## config.mk

```make
export PLATFORM = sky130hd
export DESIGN_NAME = uart_tx_cfg
export DESIGN_NICKNAME = d
export VERILOG_FILES = /design/src/rtl/uart_pkg.sv /design/src/rtl/uart_parity_calc.sv /design/src/rtl/uart_tx_cfg.sv
export SDC_FILE = /design/constraint.sdc
export NUM_CORES = 1
export LEC_CHECK = 0
export ABC_CLOCK_PERIOD_IN_PS = 1800
export BUFFER_PORTS_ARGS = -buffer_cell sky130_fd_sc_hd__buf_2
export CAP_MARGIN = 5
export CORE_MARGIN = 3
export CORE_UTILIZATION = 52
export CTS_BUF_LIST = sky130_fd_sc_hd__clkbuf_4 sky130_fd_sc_hd__clkbuf_8
export DETAILED_ROUTE_END_ITERATION = 10
export PLACE_DENSITY = 0.78
export SYNTH_ARGS = -nofsm -noshare
export SYNTH_HDL_FRONTEND = slang
export SYNTH_SLANG_ARGS = --single-unit
```

## constraint.sdc

```tcl
create_clock -name clk -period 1.8 [get_ports clk]
set_clock_uncertainty 0.05 [all_clocks]
set_input_delay 0.27 -clock clk [delete_from_list [all_inputs] [get_ports clk]]
set_output_delay 0.27 -clock clk [all_outputs]
set_load 0.05 [all_outputs]
```

## src/rtl/uart_pkg.sv

```systemverilog
// Shared types and constants for the configurable UART transmitter.
package uart_pkg;

    // Transmitter FSM states, one per kind of serial bit.
    typedef enum logic [2:0] {
        IDLE,
        START,
        DATA,
        PARITY,
        STOP
    } uart_state_e;

    // Per-frame framing options, latched together with the data word.
    typedef struct packed {
        logic par_en;
        logic par_typ;
        logic stop2;
    } frame_cfg_t;

    // Line levels.
    localparam logic LVL_IDLE  = 1'b1;
    localparam logic LVL_START = 1'b0;

endpackage

```

## src/rtl/uart_parity_calc.sv

```systemverilog
// Combinational parity generator: even (par_typ_i=0) or odd (par_typ_i=1).
module uart_parity_calc #(
    parameter int DATA_W = 8
) (
    input  logic [DATA_W-1:0] data_i,
    input  logic              par_typ_i,
    output logic              par_o
);

    // Odd parity is the XNOR reduction, i.e. even parity inverted.
    assign par_o = (^data_i) ^ par_typ_i;

endmodule

```

## src/rtl/uart_tx_cfg.sv

```systemverilog
// Configurable UART transmitter: start / DATA_W data bits LSB first /
// optional parity / one or two stop bits, CLKS_PER_BIT clocks per bit.
// Define UART_TX_BUF_EN to add a one-word holding buffer so the source can
// hand over the next word while a frame is still on the line.
import uart_pkg::*;

module uart_tx_cfg #(
    parameter int DATA_W       = 8,
    parameter int CLKS_PER_BIT = 1
) (
    input  logic              clk,
    input  logic              rst,
    input  logic [DATA_W-1:0] P_DATA,
    input  logic              data_valid,
    input  logic              PAR_EN,
    input  logic              PAR_TYP,
    input  logic              STOP2,
    output logic              ready,
    output logic              TX_OUT,
    output logic              busy
);

    localparam int CW = (CLKS_PER_BIT > 1) ? $clog2(CLKS_PER_BIT) : 1;
    localparam int BW = $clog2(DATA_W);
    localparam logic [CW-1:0] BAUD_LAST = CW'(CLKS_PER_BIT - 1);
    localparam logic [BW-1:0] BIT_LAST  = BW'(DATA_W - 1);

    uart_state_e       state_q;
    logic [CW-1:0]     baud_q;
    logic [BW-1:0]     bit_q;
    logic [DATA_W-1:0] data_q;
    frame_cfg_t        cfg_q;
    logic              par_q;
    logic              tx_q;

    frame_cfg_t        in_cfg;
    frame_cfg_t        ld_cfg;
    logic [DATA_W-1:0] ld_data;
    logic              ld_par;
    logic              accept;
    logic              start_frm;
    logic              bit_end;
    logic              last_stop;

    assign in_cfg    = '{par_en: PAR_EN, par_typ: PAR_TYP, stop2: STOP2};
    assign bit_end   = (baud_q == BAUD_LAST);
    // Final cycle of the final stop bit; bit_q counts stop bits in STOP.
    assign last_stop = (state_q == STOP) && bit_end &&
                       (!cfg_q.stop2 || (bit_q == BW'(1)));

`ifdef UART_TX_BUF_EN
    logic [DATA_W-1:0] buf_data_q;
    frame_cfg_t        buf_cfg_q;
    logic              buf_full_q;
    logic              buf_fill;

    assign ready   = !buf_full_q;
    assign accept  = data_valid && ready;
    // A full buffer always has priority over the input as the next frame.
    assign ld_data = buf_full_q ? buf_data_q : P_DATA;
    assign ld_cfg  = buf_full_q ? buf_cfg_q : in_cfg;
    assign start_frm = ((state_q == IDLE) && accept) ||
                       (last_stop && (buf_full_q || accept));
    // Words go straight to the frame registers when the line is free to take
    // them (idle, or stop end with empty buffer); otherwise they are parked.
    assign buf_fill = accept && (state_q != IDLE) && !(last_stop && !buf_full_q);
    assign busy     = (state_q != IDLE) || buf_full_q;

    // Holding register: fills on a parked accept, drains when a frame ends.
    always_ff @(posedge clk or negedge rst) begin
        if (!rst) begin
            buf_data_q <= '0;
            buf_cfg_q  <= '0;
            buf_full_q <= 1'b0;
        end else if (buf_fill) begin
            buf_data_q <= P_DATA;
            buf_cfg_q  <= in_cfg;
            buf_full_q <= 1'b1;
        end else if (last_stop && buf_full_q) begin
            buf_full_q <= 1'b0;
        end
    end
`else
    assign ready     = (state_q == IDLE) || last_stop;
    assign accept    = data_valid && ready;
    assign ld_data   = P_DATA;
    assign ld_cfg    = in_cfg;
    assign start_frm = accept;
    assign busy      = (state_q != IDLE);
`endif

    // Parity is computed once on the word being loaded and kept with the frame.
    uart_parity_calc #(.DATA_W(DATA_W)) u_par (
        .data_i    (ld_data),
        .par_typ_i (ld_cfg.par_typ),
        .par_o     (ld_par)
    );

    assign TX_OUT = tx_q;

    // Frame FSM with baud/bit counters; TX_OUT is registered with the state.
    always_ff @(posedge clk or negedge rst) begin
        if (!rst) begin
            state_q <= IDLE;
            baud_q  <= '0;
            bit_q   <= '0;
            data_q  <= '0;
            cfg_q   <= '0;
            par_q   <= 1'b0;
            tx_q    <= LVL_IDLE;
        end else if (start_frm) begin
            state_q <= START;
            tx_q    <= LVL_START;
            baud_q  <= '0;
            bit_q   <= '0;
            data_q  <= ld_data;
            cfg_q   <= ld_cfg;
            par_q   <= ld_par;
        end else if (state_q == IDLE) begin
            baud_q <= '0;
            tx_q   <= LVL_IDLE;
        end else if (!bit_end) begin
            baud_q <= baud_q + 1'b1;
        end else begin
            baud_q <= '0;
            case (state_q)
                START: begin
                    state_q <= DATA;
                    bit_q   <= '0;
                    tx_q    <= data_q[0];
                end
                DATA: begin
                    if (bit_q == BIT_LAST) begin
                        bit_q <= '0;
                        if (cfg_q.par_en) begin
                            state_q <= PARITY;
                            tx_q    <= par_q;
                        end else begin
                            state_q <= STOP;
                            tx_q    <= LVL_IDLE;
                        end
                    end else begin
                        bit_q  <= bit_q + 1'b1;
                        data_q <= data_q >> 1;
                        tx_q   <= data_q[1];
                    end
                end
                PARITY: begin
                    state_q <= STOP;
                    bit_q   <= '0;
                    tx_q    <= LVL_IDLE;
                end
                STOP: begin
                    if (cfg_q.stop2 && (bit_q == '0)) begin
                        bit_q <= BW'(1);
                    end else begin
                        state_q <= IDLE;
                        tx_q    <= LVL_IDLE;
                    end
                end
                default: begin
                    state_q <= IDLE;
                    tx_q    <= LVL_IDLE;
                end
            endcase
        end
    end

endmodule

```

Yosys cells after proc, flatten, opt, wreduce, memory -nomap -nowiden
Index checks and enable logic that the tools add are counted.
{"block": "classes", "n_lt_le_gt_ge": 0, "mux": 28, "n_shift": 0, "addsub": 2, "n_eq_ne": 14, "div": 0, "n_mul": 0, "bitwise": 2, "reduce_logical": 18}
{"operator": "8-bit two-way mux", "count": 5}
{"operator": "3-bit two-way mux", "count": 11}
{"operator": "3-bit case mux with 4 select lines", "count": 1}
{"operator": "4-bit AND reduction", "count": 3}
{"operator": "1-bit two-way mux", "count": 9}
{"operator": "3-bit case mux with 3 select lines", "count": 1}
{"operator": "8-bit XOR reduction", "count": 1}
{"operator": "3-bit by 1-bit == test with 1-bit output (second input constant)", "count": 2}
{"operator": "3-bit by 2-bit == test with 1-bit output (second input constant)", "count": 2}
{"operator": "3-bit == test (second input constant)", "count": 2}
{"operator": "3-bit logical NOT", "count": 2}
{"operator": "3-bit inequality test (second input constant)", "count": 2}
{"operator": "1-bit logical AND", "count": 4}
{"operator": "2-bit inequality test (second input constant)", "count": 2}
{"operator": "4-bit inequality test (second input constant)", "count": 1}
{"operator": "4-bit nonzero test", "count": 1}
{"operator": "3-bit by 1-bit adder with 3-bit output (second input constant)", "count": 1}
{"operator": "3-bit by 1-bit inequality test with 1-bit output (second input constant)", "count": 1}
{"operator": "3-bit by 2-bit inequality test with 1-bit output (second input constant)", "count": 1}
{"operator": "1-bit case mux with 3 select lines", "count": 1}
{"operator": "3-bit nonzero test", "count": 1}
{"operator": "1-bit logical OR", "count": 2}
{"operator": "2-bit by 1-bit inequality test with 1-bit output (second input constant)", "count": 1}
{"operator": "2-bit AND reduction", "count": 1}
{"operator": "other kinds (6)", "count": 6}
{"block": "word_totals", "inputBits": 14, "register_bits": 19, "mem_count": 0, "output_inout_bits": 3, "rom_bits": 0, "ram_bits": 0, "latchBits": 0, "elab_cells": 72}

Logic depth before layout (Yosys ltp)
Gate-level depths: netlist of the first run.
{"block": "logic_depth", "depth_word": 7, "ltp_mapped": 7, "depth_no_buf": 6}

By module
From an unflattened synthesis of the first run, not the netlist that was laid out.
{"block": "unflattened", "hier_cells": 94, "area_unflattened_um2": 1057.3}
{"mod": "uart_tx_cfg", "seq_area_each_um2": 451.7, "cells_each": 87, "instances": 1, "area_per_inst_um2": 974.7}
{"mod": "uart_parity_calc", "seq_area_each_um2": 0.0, "cells_each": 7, "instances": 1, "area_per_inst_um2": 82.6}

Worst setup path after synthesis of the first run
OpenSTA, ideal clock, no wires.
{"block": "synth_path", "kind": "flip-flop to flip-flop", "startpoint": "register bit_q[0]", "endpoint": "register data_q[0]", "n_path_buf": 0, "setup_time_ns": 0.125, "arrival_time_ns": 1.611, "setup_slack_ns": 0.014, "stages_incl_launch_ff": 6, "synth_period_minus_slack_ns": 1.786, "cell_sequence": "dfrtp_1 > ha_1 > nor2b_1 > o211ai_4 > mux2_2 > mux2_2"}
{"block": "synth_between", "elab_chain_len": 7, "word_cells_on_any_way": 12}
{"item": "start: declaration", "line": "uart_tx_cfg.sv:30", "text": "logic [BW-1:0] bit_q;"}
{"item": "start signal: assignment", "line": "uart_tx_cfg.sv:143", "text": "bit_q <= bit_q + 1'b1;"}
{"item": "3-bit by 1-bit == test with 1-bit output", "line": "uart_tx_cfg.sv:49", "text": "(!cfg_q.stop2 || (bit_q == BW'(1)));"}
{"item": "1-bit logical OR", "line": "uart_tx_cfg.sv:49"}
{"item": "1-bit logical AND", "line": "uart_tx_cfg.sv:48", "text": "assign last_stop = (state_q == STOP) && bit_end &&"}
{"item": "1-bit logical OR", "line": "uart_tx_cfg.sv:84", "text": "assign ready = (state_q == IDLE) || last_stop;"}
{"item": "1-bit logical AND", "line": "uart_tx_cfg.sv:85", "text": "assign accept = data_valid && ready;"}
{"item": "2-bit inequality test (no line) (tied with other cells)"}
{"item": "4-bit AND reduction (no line)"}
{"item": "end signal: assignment", "line": "uart_tx_cfg.sv:116", "text": "data_q <= ld_data;"}
{"item": "end signal: assignment", "line": "uart_tx_cfg.sv:144", "text": "data_q <= data_q >> 1;"}
{"item": "end: declaration", "line": "uart_tx_cfg.sv:31", "text": "logic [DATA_W-1:0] data_q;"}
Parallel ways exist; a longest one is shown, timed or not.
A chain may end at the register's enable or synchronous reset.

Worst setup path after layout of the first run
{"block": "layout_path", "startpoint": "register bit_q[0]", "endpoint": "register bit_q[2]"}
{"block": "layout_between", "elab_chain_len": 7, "word_cells_on_any_way": 19}
{"item": "parallel branches: the longest is 7 deep, another holds 3-bit by 1-bit adder with 3-bit output"}
Parallel ways; which one is timed is not known. The select of a mux whose other input is x is not followed.

==> results of run 1 <==
## how the worst max path moves through the flow
stage / slack [ns] / end / from
after floorplan: 0.01 / data_q[0] / bit_q[0]
after global placement: -0.04 / data_q[3] / bit_q[0]
after detailed placement: -0.09 / data_q[2] / bit_q[0]
after CTS: -0.08 / data_q[4] / bit_q[1]
after global routing: -0.09 / bit_q[2] / bit_q[0]
final: -0.05 / bit_q[2] / bit_q[0]
## layout make-up
type                       count  area, sq um  share of cell area (%)
sequential                    18          453                    28.8
clock buffer                   4         30.0                    1.91
timing repair buffer          36          295                    18.8
inverter                       8         32.5                    2.07
multi-input combinational     66          729                    46.3
tap                           27         33.8                    2.15
## state kept, by name, indices dropped and copies added, names as in the netlist
name     flops
data_q       8
bit_q        3
state_q      3
cfg_q        2
TX_OUT       1
par_q        1
## power by group
| group | total, uW | internal (uW) | switching, uW |
|---|---|---|---|
| Clock | 233 | 102 | 132 |
| Sequential | 817 | 616 | 201 |
| Combinational | 2050 | 1140 | 906 |
| Total | 3100 | 1860 | 1240 |
## cells by family (layout without fill, tap and decap cells)
kind of cell | count (synthesis) | in the layout
xor+xnor | 7 | 7
mux | 20 | 20
simple gates | 18 | 18
compound gates | 17 | 17
flops | 18 | 18
buf+inv | 13 | 48
fa+ha+maj | 4 | 4
## critical path, cell delays in order (launching register included)
cell,delay (ns)
sky130_fd_sc_hd__dfrtp_1,0.44
sky130_fd_sc_hd__buf_6,0.15
sky130_fd_sc_hd__buf_6,0.11
sky130_fd_sc_hd__inv_4,0.05
sky130_fd_sc_hd__ha_4,0.11
sky130_fd_sc_hd__nor2b_4,0.13
sky130_fd_sc_hd__nand4_1,0.16
sky130_fd_sc_hd__o211a_1,0.23
sky130_fd_sc_hd__mux2_4,0.31
## per-stage QoR
stage               setup WS (ns)  instances  setup TNS, ns  hold slack [ns]
global route              -0.0892        159         -0.689            0.141
global placement          -0.0409        143         -0.205            0.169
detailed placement        -0.0888        143         -0.517            0.172
floorplan                  0.0141         97              0          -0.0756
CTS                       -0.0758        160         -0.607            0.150
finish                    -0.0453        159         -0.240            0.148
## cell usage after synthesis, drive strengths merged
cell type / count
nor3: 1
dfrtp: 17
nand2b: 1
mux2i: 3
or3b: 1
xnor3: 1
o22ai: 2
buf: 4
a21oi: 2
inv: 8
mux2: 17
ha: 4
dfstp: 1
nand4: 1
o21a: 1
or3: 2
a211oi: 1
a31oi: 1
nor2b: 3
o21ai: 4
a22o: 1
xor2: 2
o211ai: 1
o31ai: 1
o221a: 1
o211a: 2
nor2: 5
nand2: 4
xnor2: 4
clkbuf: 1
## routing by layer
layer	share of wire, %	vias to the layer above	routed length, um	GRT usage, %
li1	-	412	-	-
met1	40	452	1180	26.5
met2	53	19	1550	44.8
met3	3.7	8	108	5.41
met4	2.7	0	80	13.2
met5	0	-	0	0
## what timing repair did
action                                 in CTS  in global routing
gates cloned                                1                  0
endpoints found under the hold margin      17                  0
setup endpoints to repair                  10                 17
pin swaps                                   5                  7
setup buffers                              11                  2
hold buffers                                1                  0
resized for setup                          26                 24
==> reports/summary.txt, run 1 <==
FLOORPLANNING
------------------------------------------------------------------------------------------
Height of the die ...........................................................      52.3 um
Ports .......................................................................           17
Core Footprint .............................................................. 0.00200 sq mm
Count of standard-cell rows .................................................           16
Overall die width ...........................................................      52.3 um
Effective utilization at floorplan ..........................................        55.6%
Floorplan die area .......................................................... 0.00273 sq mm

MIN PATH
------------------------------------------------------------------------------------------
Worst Hold Path EP ..........................................................     cfg_q[2]
Hold Path Depth .............................................................            2
Worst min-delay path category ............................................... input pin to flop
Hold Startpoint .............................................................       PAR_EN

SYNTH
------------------------------------------------------------------------------------------
Avg Inst Size Synth .........................................................   11.5 sq um
Adder and majority cell fraction of the synthesized area ....................        4.50%
Simple logic cell fraction of the synthesized area ..........................        9.34%
Xor/xnor cell area share of the yosys netlist ...............................        6.75%
Number of distinct library cells after synthesis ............................           34
Combinational family with the most area after synthesis ..................... multiplexers
Count of state elements after synthesis .....................................           18
Warnings from Yosys .........................................................            0
Synthesized-area fraction occupied by ao, oa, aoi and oai cells .............        12.9%
Number of cells produced by synthesis .......................................           97
Share of synthesized area occupied by flip-flops and latches ................        40.6%
Biggest area consumer among synthesized cells ............................... sky130_fd_sc_hd__dfrtp_1
Top post-synthesis cells by area ............................................ sky130_fd_sc_hd__dfrtp_1 (38%), sky130_fd_sc_hd__mux2_2 (17%), sky130_fd_sc_hd__ha_1 (4.5%)
Syn nets ....................................................................          115
Area fraction of the dominant cell type after synthesis .....................        38.2%
Post-synthesis mux area share ...............................................        19.9%
Netlist area before placement ............................................... 0.00111 sq mm

PLACED DESIGN
------------------------------------------------------------------------------------------
Number of port buffers ......................................................           16
Total placed instance area .................................................. 0.00127 sq mm
HPWL Detailed ...............................................................      1.72 mm
Placer Congestion ...........................................................        0.815

PWR
------------------------------------------------------------------------------------------
Total power after layout ....................................................      3100 uW
Max VDD drop ................................................................      1.19 mV
Total leakage power .........................................................  0.000771 uW
Power density over the cells ................................................ 1970 mW/mm^2

CRITICAL PATH
------------------------------------------------------------------------------------------
Type of the worst setup path ................................................ flop to flop
Capture instance of the worst register-to-register path .....................     bit_q[2]
CP endpoint kind ............................................................         flop
Critical path data arrival time .............................................      1.99 ns
Critical path required time .................................................      1.95 ns
CP max FO ...................................................................            2
Launching element type of the critical path .................................         flop
Flop2flop setup slack .......................................................     -0.05 ns
Reg2Reg Launch Point ........................................................     bit_q[0]
Cell count of the worst reg-to-reg path .....................................            8

LAYOUT
------------------------------------------------------------------------------------------
Share of layout cells above drive strength 1 ................................        56.1%
Area Growth Syn to Fin ......................................................        41.5%
Final core utilization ......................................................        78.6%
Final net count .............................................................          151
Cell area after layout ...................................................... 0.00157 sq mm
Layout fillers ..............................................................          116
Number of diodes ............................................................            0
Commonest non-fill, non-tap cell in the layout .............................. sky130_fd_sc_hd__dfrtp_1
Most frequent cells in the layout ........................................... sky130_fd_sc_hd__dfrtp_1 (16), sky130_fd_sc_hd__mux2_4 (15), sky130_fd_sc_hd__buf_2 (14)

CTS
------------------------------------------------------------------------------------------
Count of H-tree levels built during CTS .....................................            1
CTS sink count ..............................................................           18
Clock edge transition at the registers on the reported setup and hold paths .      0.11 ns
TritonCTS clock tree ........................................................         done
Root Driver ................................................................. sky130_fd_sc_hd__clkbuf_4
Clock network latency to the later pin of the worst-skew pair ...............      0.30 ns
Number of buffers added by the clock tree synthesis step ....................            3
Maximum number of buffers from clock root to sink ...........................            2

TIMING
------------------------------------------------------------------------------------------
Minimum setup slack in the final design .....................................   -0.0453 ns
Number of pins with negative max-slew slack in the final report .............            0
Worst Max-Slew Pin Slew .....................................................     0.398 ns
Max transition margin .......................................................        73.4%
Highest clock frequency the design can meet .................................      542 MHz
RSZ-0062 raised after global routing ........................................         true
Final critical-path share of the clock period ...............................         103%
Final hold violation count ..................................................            0
Final count of negative-setup-slack endpoints ...............................            9
Period minus WS final .......................................................      1.85 ns

GLOBAL ROUTING
------------------------------------------------------------------------------------------
GRT Resource Usage Total ....................................................        24.7%
Largest net degree at the start of global routing ...........................           19
First-pass GRT wire length ..................................................      4.75 mm
Global-route congestion overflow total ......................................            0
Number of global-route vias before repair ...................................         1026
Antenna violations before repair ............................................            0

ROUTE
------------------------------------------------------------------------------------------
Average detailed-routed wire length per instance ............................      18.4 um
Starting DRT DRC Count ......................................................           10
Via count of the routed design ..............................................          891
First drt pass iteration count ..............................................            3
DRC viols ...................................................................            0
ANT nets after route ........................................................            0
Total routed wirelength .....................................................      2.92 mm
Routed vias/inst ............................................................         5.60

STATUS
------------------------------------------------------------------------------------------
Violated checks ............................................................. setup timing
Run status .................................................................. finished with violations

JOB
------------------------------------------------------------------------------------------
Number of max-cap violations ................................................            0

Power figures use the tool's default switching activity.
==> run 2, diff against run 1 <==
Settings changed: ABC_CLOCK_PERIOD_IN_PS 1800 to 2300, CAP_MARGIN 5 to 20, CORE_UTILIZATION 52 to 62, PLACE_DENSITY 0.78 to 0.87.
Clock period 1.8 ns to 2.3 ns, I/O delays scaled along.
==> run 2 against run 1 <==
  * The flow now finishes without violations
  * Die area shrank 14%
  * Non-clock buffer count shrank 17
  * Wire length shrank 31%
  * Sequential share of layout area grew 7.4 points
  * Fmax shrank 10%
  * First-iteration DRC count grew 30%
  * Utilization shrank 0.37 points
  * Sequential power shrank 24%
  * Critical path depth shrank 3
  * Critical endpoint is now data_q[3]
==> reports/summary.txt, run 2 (synthesis gave the netlist of run 1 again) <==
GLOBAL ROUTING
------------------------------------------------------------------------------------------
Global-route congestion overflow total ......................................            0   unchanged
Number of global-route vias before repair ...................................          773   was 1026
First-pass GRT wire length ..................................................      3.49 mm   was 4.75 mm
Largest net degree at the start of global routing ...........................           19   unchanged
Antenna violations before repair ............................................            0   unchanged
GRT Resource Usage Total ....................................................        19.4%   was 24.7%

FLOORPLANNING
------------------------------------------------------------------------------------------
Floorplan die area .......................................................... 0.00234 sq mm   was 0.00273 sq mm
Count of standard-cell rows .................................................           14   was 16
Effective utilization at floorplan ..........................................        69.8%   was 55.6%
Ports .......................................................................           17   unchanged
Core Footprint .............................................................. 0.00159 sq mm   was 0.00200 sq mm
Height of the die ...........................................................      48.4 um   was 52.3 um
Overall die width ...........................................................      48.4 um   was 52.3 um

CTS
------------------------------------------------------------------------------------------
CTS sink count ..............................................................           18   unchanged
Root Driver ................................................................. sky130_fd_sc_hd__clkbuf_4   unchanged
Clock edge transition at the registers on the reported setup and hold paths .      0.10 ns   was 0.11 ns
TritonCTS clock tree ........................................................         done   unchanged
Number of buffers added by the clock tree synthesis step ....................            3   unchanged
Maximum number of buffers from clock root to sink ...........................            2   unchanged
Clock network latency to the later pin of the worst-skew pair ...............      0.30 ns   about the same
Number of gates resized after cts ...........................................            0   was 26
Count of H-tree levels built during CTS .....................................            1   unchanged

PLACED DESIGN
------------------------------------------------------------------------------------------
HPWL Detailed ...............................................................      1.48 mm   was 1.72 mm
Total placed instance area .................................................. 0.00120 sq mm   was 0.00127 sq mm
Number of port buffers ......................................................           16   unchanged
Placer Congestion ...........................................................        0.780   was 0.815
Inst Count DP ...............................................................          134   was 143

ROUTE
------------------------------------------------------------------------------------------
Routed vias/inst ............................................................         5.45   was 5.60
Average detailed-routed wire length per instance ............................      14.5 um   was 18.4 um
Starting DRT DRC Count ......................................................           13   was 10
Via count of the routed design ..............................................          757   was 891
Total routed wirelength .....................................................      2.01 mm   was 2.92 mm
DRC viols ...................................................................            0   unchanged
ANT nets after route ........................................................            0   unchanged
First drt pass iteration count ..............................................            3   unchanged

LAYOUT
------------------------------------------------------------------------------------------
Area Growth Syn to Fin ......................................................        12.1%   was 41.5%
Area occupied by multi-input gates ..........................................    594 sq um   was 729 sq um
Top Registers ............................................................... data_q x8, bit_q x3, state_q x3   unchanged
Number of diodes ............................................................            0   unchanged
Cell area after layout ...................................................... 0.00125 sq mm   was 0.00157 sq mm
Layout fillers ..............................................................          115   was 116
Most frequent cells in the layout ........................................... sky130_fd_sc_hd__mux2_2 (17), sky130_fd_sc_hd__dfrtp_1 (17), sky130_fd_sc_hd__buf_2 (16)   was sky130_fd_sc_hd__dfrtp_1 (16), sky130_fd_sc_hd__mux2_4 (15), sky130_fd_sc_hd__buf_2 (14)
Share of layout cells above drive strength 1 ................................        40.0%   was 56.1%
Final Instance Count excl. Fillers ..........................................          139   was 159
Number of flip-flops in the largest register ................................            8   unchanged
Final core utilization ......................................................        78.3%   was 78.6%
Final net count .............................................................          134   was 151
Register with the most flip-flops ...........................................       data_q   unchanged
Area taken by flip-flops and latches ........................................    452 sq um   was 453 sq um

CRITICAL PATH
------------------------------------------------------------------------------------------
Capturing instance or port of the critical path .............................    data_q[3]   was bit_q[2]
Cell count of the worst reg-to-reg path .....................................            5   was 8
Critical path data arrival time .............................................      2.20 ns   was 1.99 ns
Type of the worst setup path ................................................ flop to flop   unchanged
Most Frequent Cell on Critical Path ......................................... sky130_fd_sc_hd__mux2_2   was sky130_fd_sc_hd__buf_6
Critical path required time .................................................      2.44 ns   was 1.95 ns
Cell Chain, Critical Path ................................................... ha_1 > nor2b_1 > o211ai_4 > mux2_2 > mux2_2   was buf_6 > buf_6 > inv_4 > ha_4 > nor2b_4 > nand4_1 > o211a_1 > mux2_4
CP endpoint kind ............................................................         flop   unchanged
Flop2flop setup slack .......................................................      0.24 ns   was -0.05 ns
Start point of the critical path ............................................     bit_q[0]   unchanged
CP max FO ...................................................................           17   was 2
Launching element type of the critical path .................................         flop   unchanged
Reg2Reg Launch Point ........................................................     bit_q[0]   unchanged
Standard cell with the maximum stage delay on the critical path ............. sky130_fd_sc_hd__o211ai_4   was sky130_fd_sc_hd__dfrtp_1
Largest stage delay on the critical path ....................................      0.45 ns   was 0.44 ns
Capture instance of the worst register-to-register path .....................    data_q[3]   was bit_q[2]

TIMING
------------------------------------------------------------------------------------------
Sum of negative setup slack .................................................         0 ns   was -0.240 ns
Number of pins with negative max-slew slack in the final report .............            0   unchanged
Worst Hold Margin ...........................................................     0.225 ns   was 0.148 ns
Period minus WS final .......................................................      2.06 ns   was 1.85 ns
Final count of negative-setup-slack endpoints ...............................            0   was 9
Final hold violation count ..................................................            0   unchanged
RSZ-0062 raised after global routing ........................................        false   was true
Max transition margin .......................................................        65.3%   was 73.4%
Final critical-path share of the clock period ...............................        89.5%   was 103%
Worst Max-Slew Pin Slew .....................................................     0.518 ns   was 0.398 ns
Highest clock frequency the design can meet .................................      486 MHz   was 542 MHz

MIN PATH
------------------------------------------------------------------------------------------
Worst min-delay path category ............................................... input pin to flop   unchanged
Hold Startpoint .............................................................       PAR_EN   unchanged
Hold Path Depth .............................................................            2   unchanged

PWR
------------------------------------------------------------------------------------------
Total leakage power .........................................................  0.000597 uW   was 0.000771 uW
Max VDD drop ................................................................     0.863 mV   was 1.19 mV
Power density over the cells ................................................ 1440 mW/mm^2   was 1970 mW/mm^2

STATUS
------------------------------------------------------------------------------------------
Run status .................................................................. finished, final reports clean   was finished with violations

JOB
------------------------------------------------------------------------------------------
Number of max-cap violations ................................................            0   unchanged

## run 2: changes by cell type in the layout (fill, tap and decap cells not counted), moves of 4 or more
| cell | change |
|---|---|
| sky130_fd_sc_hd__mux2_2 | +15 |
| sky130_fd_sc_hd__ha_1 | +4 |
| sky130_fd_sc_hd__buf_6 | -12 |
| sky130_fd_sc_hd__buf_4 | -5 |
| sky130_fd_sc_hd__ha_4 | -4 |
| sky130_fd_sc_hd__mux2_4 | -15 |
## run 2: how the worst min path moves through the flow
stage | end | slack (ns)
floorplan | bit_q[0] | -0.0006
global placement | data_q[7] | 0.24
detailed placement | data_q[7] | 0.25
CTS | cfg_q[2] | 0.22
global route | cfg_q[2] | 0.22
finish | cfg_q[2] | 0.23
## run 2: routing by layer
metal / track usage (%) / share of wire [%]
met3: 6.13 / 4.3
met4: 4.27 / 0.55
met1: 23.8 / 45
met5: 0 / 0
met2: 33.5 / 50
## run 2: cell type report
class                      count  area share (%)
sequential                    18            36.2
timing repair buffer          19            8.43
tap                           24            2.41
multi-input combinational     66            47.6
clock buffer                   4            2.91
inverter                       8            2.41
## run 2: power breakdown
group | leakage [uW] | total, uW | switching (uW) | internal [uW]
registers | 0.000223 | 619 | 138 | 480
clock network | 0.0000210 | 197 | 100 | 96.6
logic | 0.000353 | 982 | 495 | 487
total | 0.000597 | 1800 | 734 | 1060
## run 2: what timing repair did
| item | 4_1_cts | 5_1_grt |
|---|---|---|
| setup endpoints to repair | 0 | 0 |
| hold buffers | 1 | 0 |
| endpoints found under the hold margin | 17 | 0 |
| buffers inserted | 0 | 0 |
## run 2: stage by stage
step / setup WS [ns] / power (uW)
floorplan: 0.514 / 1440
global placement: 0.322 / 1560
detailed placement: 0.260 / 1600
CTS: 0.227 / 1810
global route: 0.120 / 1940
finish: 0.242 / 1800
## run 2: critical path: cells and delay by family, from the launching register on
family                   cells  cell delay [ns]
AO/OA/AOI/OAI                1             0.45
flip-flops                   1             0.43
AND/OR/NAND/NOR              1             0.16
adder cells (fa/ha/maj)      1             0.21
multiplexers                 2             0.66
==> run 3, diff against run 2 <==
Settings changed: PLACE_DENSITY 0.87 to 0.86.
==> run 3 against run 2 <==
  * Fmax rose by 3.0%
  * Setup slack improved by 0.059 ns
  * Non-clock buffer count fell by 1
  * Worst hold slack improved by 0.0056 ns
  * Critical path depth did not move
  * Wire length fell by 5.5%
  * Highest routed layer unchanged
  * Sequential share of layout area rose by 0.22 points
  * Count of clock-buffer cells in the layout did not move
  * Clock power barely moved
  * Largest power group unchanged
==> reports/summary.txt, run 3 (synthesis gave the netlist of run 1 again) <==
STATUS
------------------------------------------------------------------------------------------
Run status .................................................................. finished, final reports clean   unchanged

GLOBAL ROUTING
------------------------------------------------------------------------------------------
Largest net degree at the start of global routing ...........................           19   unchanged
Antenna violations before repair ............................................            0   unchanged
Number of global-route vias before repair ...................................          791   was 773
GRT Resource Usage Total ....................................................        18.4%   was 19.4%
Global-route congestion overflow total ......................................            0   unchanged
First-pass GRT wire length ..................................................      3.40 mm   was 3.49 mm

CTS
------------------------------------------------------------------------------------------
Clock network latency to the later pin of the worst-skew pair ...............      0.30 ns   about the same
TritonCTS clock tree ........................................................         done   unchanged
Clock edge transition at the registers on the reported setup and hold paths .      0.10 ns   about the same
Number of buffers added by the clock tree synthesis step ....................            3   unchanged
CTS sink count ..............................................................           18   unchanged
Count of H-tree levels built during CTS .....................................            1   unchanged
Root Driver ................................................................. sky130_fd_sc_hd__clkbuf_4   unchanged
Maximum number of buffers from clock root to sink ...........................            2   unchanged

CRITICAL PATH
------------------------------------------------------------------------------------------
Cell count of the worst reg-to-reg path .....................................            7   was 5
CP max FO ...................................................................            3   was 17
Type of the worst setup path ................................................ flop to output pin   was flop to flop
CP endpoint kind ............................................................   output pin   was flop
Launching element type of the critical path .................................         flop   unchanged
Critical path data arrival time .............................................      1.60 ns   was 2.20 ns
Critical path required time .................................................      1.90 ns   was 2.44 ns

FLOORPLANNING
------------------------------------------------------------------------------------------
Ports .......................................................................           17   unchanged
Floorplan die area .......................................................... 0.00234 sq mm   unchanged
Core Footprint .............................................................. 0.00159 sq mm   unchanged
Count of standard-cell rows .................................................           14   unchanged
Overall die width ...........................................................      48.4 um   unchanged
Effective utilization at floorplan ..........................................        69.8%   unchanged
Height of the die ...........................................................      48.4 um   unchanged

LAYOUT
------------------------------------------------------------------------------------------
Final Instance Count excl. Fillers ..........................................          138   was 139
Final net count .............................................................          133   was 134
Top Registers ............................................................... data_q x8, bit_q x3, state_q x3   unchanged
Number of flip-flops in the largest register ................................            8   unchanged
Share of layout cells above drive strength 1 ................................        39.5%   was 40.0%
Area Growth Syn to Fin ......................................................        11.5%   was 12.1%
Register with the most flip-flops ...........................................       data_q   unchanged
Most frequent cells in the layout ........................................... sky130_fd_sc_hd__mux2_2 (17), sky130_fd_sc_hd__dfrtp_1 (17), sky130_fd_sc_hd__buf_2 (16)   unchanged
Number of diodes ............................................................            0   unchanged

MIN PATH
------------------------------------------------------------------------------------------
Hold Path Depth .............................................................            2   unchanged
Worst min-delay path category ............................................... input pin to flop   unchanged

TIMING
------------------------------------------------------------------------------------------
Worst Max-Slew Pin Slew .....................................................     0.390 ns   was 0.518 ns
Max transition margin .......................................................        73.9%   was 65.3%
Period minus WS final .......................................................      2.00 ns   was 2.06 ns
RSZ-0062 raised after global routing ........................................        false   unchanged
Sum of negative setup slack .................................................         0 ns   unchanged
Final count of negative-setup-slack endpoints ...............................            0   unchanged
Final hold violation count ..................................................            0   unchanged
Final critical-path share of the clock period ...............................        86.9%   was 89.5%
Number of pins with negative max-slew slack in the final report .............            0   unchanged
Highest clock frequency the design can meet .................................      500 MHz   was 486 MHz

ROUTE
------------------------------------------------------------------------------------------
Average detailed-routed wire length per instance ............................      13.8 um   was 14.5 um
Via count of the routed design ..............................................          743   was 757
Starting DRT DRC Count ......................................................            4   was 13
DRC viols ...................................................................            0   unchanged
First drt pass iteration count ..............................................            4   was 3
ANT nets after route ........................................................            0   unchanged
Total routed wirelength .....................................................      1.90 mm   was 2.01 mm
Routed vias/inst ............................................................         5.38   was 5.45

PLACED DESIGN
------------------------------------------------------------------------------------------
Placer Congestion ...........................................................        0.792   was 0.780
Inst Count DP ...............................................................          133   was 134
Number of port buffers ......................................................           16   unchanged
HPWL Detailed ...............................................................      1.48 mm   about the same

PWR
------------------------------------------------------------------------------------------
Max VDD drop ................................................................     0.842 mV   was 0.863 mV
Power density over the cells ................................................ 1440 mW/mm^2   about the same
Total leakage power .........................................................  0.000591 uW   was 0.000597 uW

JOB
------------------------------------------------------------------------------------------
Number of max-cap violations ................................................            0   unchanged

-- run 3: per-layer routing --
metal  up-vias  global-route usage [%]  routed length (um)
met5         -                       0                   0
met4         0                    5.69                  22
met3         5                    3.99                  64
met2        15                    31.0                 942
met1       349                    23.9                 873
li1        374                       -                   -
-- run 3: per-stage QoR --
stage	power (uW)	utilization, %	cell area (sq um)	hold slack, ns	setup WS (ns)
2_1_floorplan	1440	-	1110	-0.000591	0.514
3_3_place_gp	1560	74.9	1190	0.235	0.384
3_5_place_dp	1600	74.9	1190	0.236	0.359
4_1_cts	1800	77.8	1240	0.230	0.297
5_1_grt	1940	77.8	1240	0.224	0.225
6_report	1790	77.8	1240	0.231	0.302
-- run 3: worst paths after layout --
check	start	endpoint	slack [ns]
worst max-delay path	bit_q[1]	ready	0.30
worst min-delay path	STOP2	cfg_q[0]	0.23
worst max register to register	bit_q[1]	data_q[5]	0.33
worst min register to register	par_q	par_q	0.45
max in group asynchronous	rst	TX_OUT	1.45
min in group asynchronous	rst	state_q[2]	0.44
-- run 3: repair_timing --
action,in CTS,in global routing
hold buffers,1,0
gates resized for setup,0,0
buffers inserted,0,0
endpoints found under the hold margin,17,0
-- run 3: where the power goes --
group	leakage [uW]	total [uW]	internal (uW)	switching [uW]
clock network	0.0000210	194	96.5	97.9
registers	0.000223	638	480	158
logic	0.000348	958	477	480
total	0.000591	1790	1050	736
-- run 3: cell type report --
| cell class | count | area [sq um] |
|---|---|---|
| multi-input combinational | 66 | 594 |
| timing repair buffer | 18 | 97.6 |
| tap | 24 | 30.0 |
| inverter | 8 | 30.0 |
| fill | 106 | 354 |
| clock buffer | 4 | 36.3 |
| sequential | 18 | 452 |
-- run 3: worst max-delay path: stages (launching register included) --
cell                      delay, ns
sky130_fd_sc_hd__dfrtp_1       0.39
sky130_fd_sc_hd__inv_1         0.10
sky130_fd_sc_hd__ha_1          0.14
sky130_fd_sc_hd__nor2b_1       0.26
sky130_fd_sc_hd__o21a_1        0.16
sky130_fd_sc_hd__buf_2         0.25
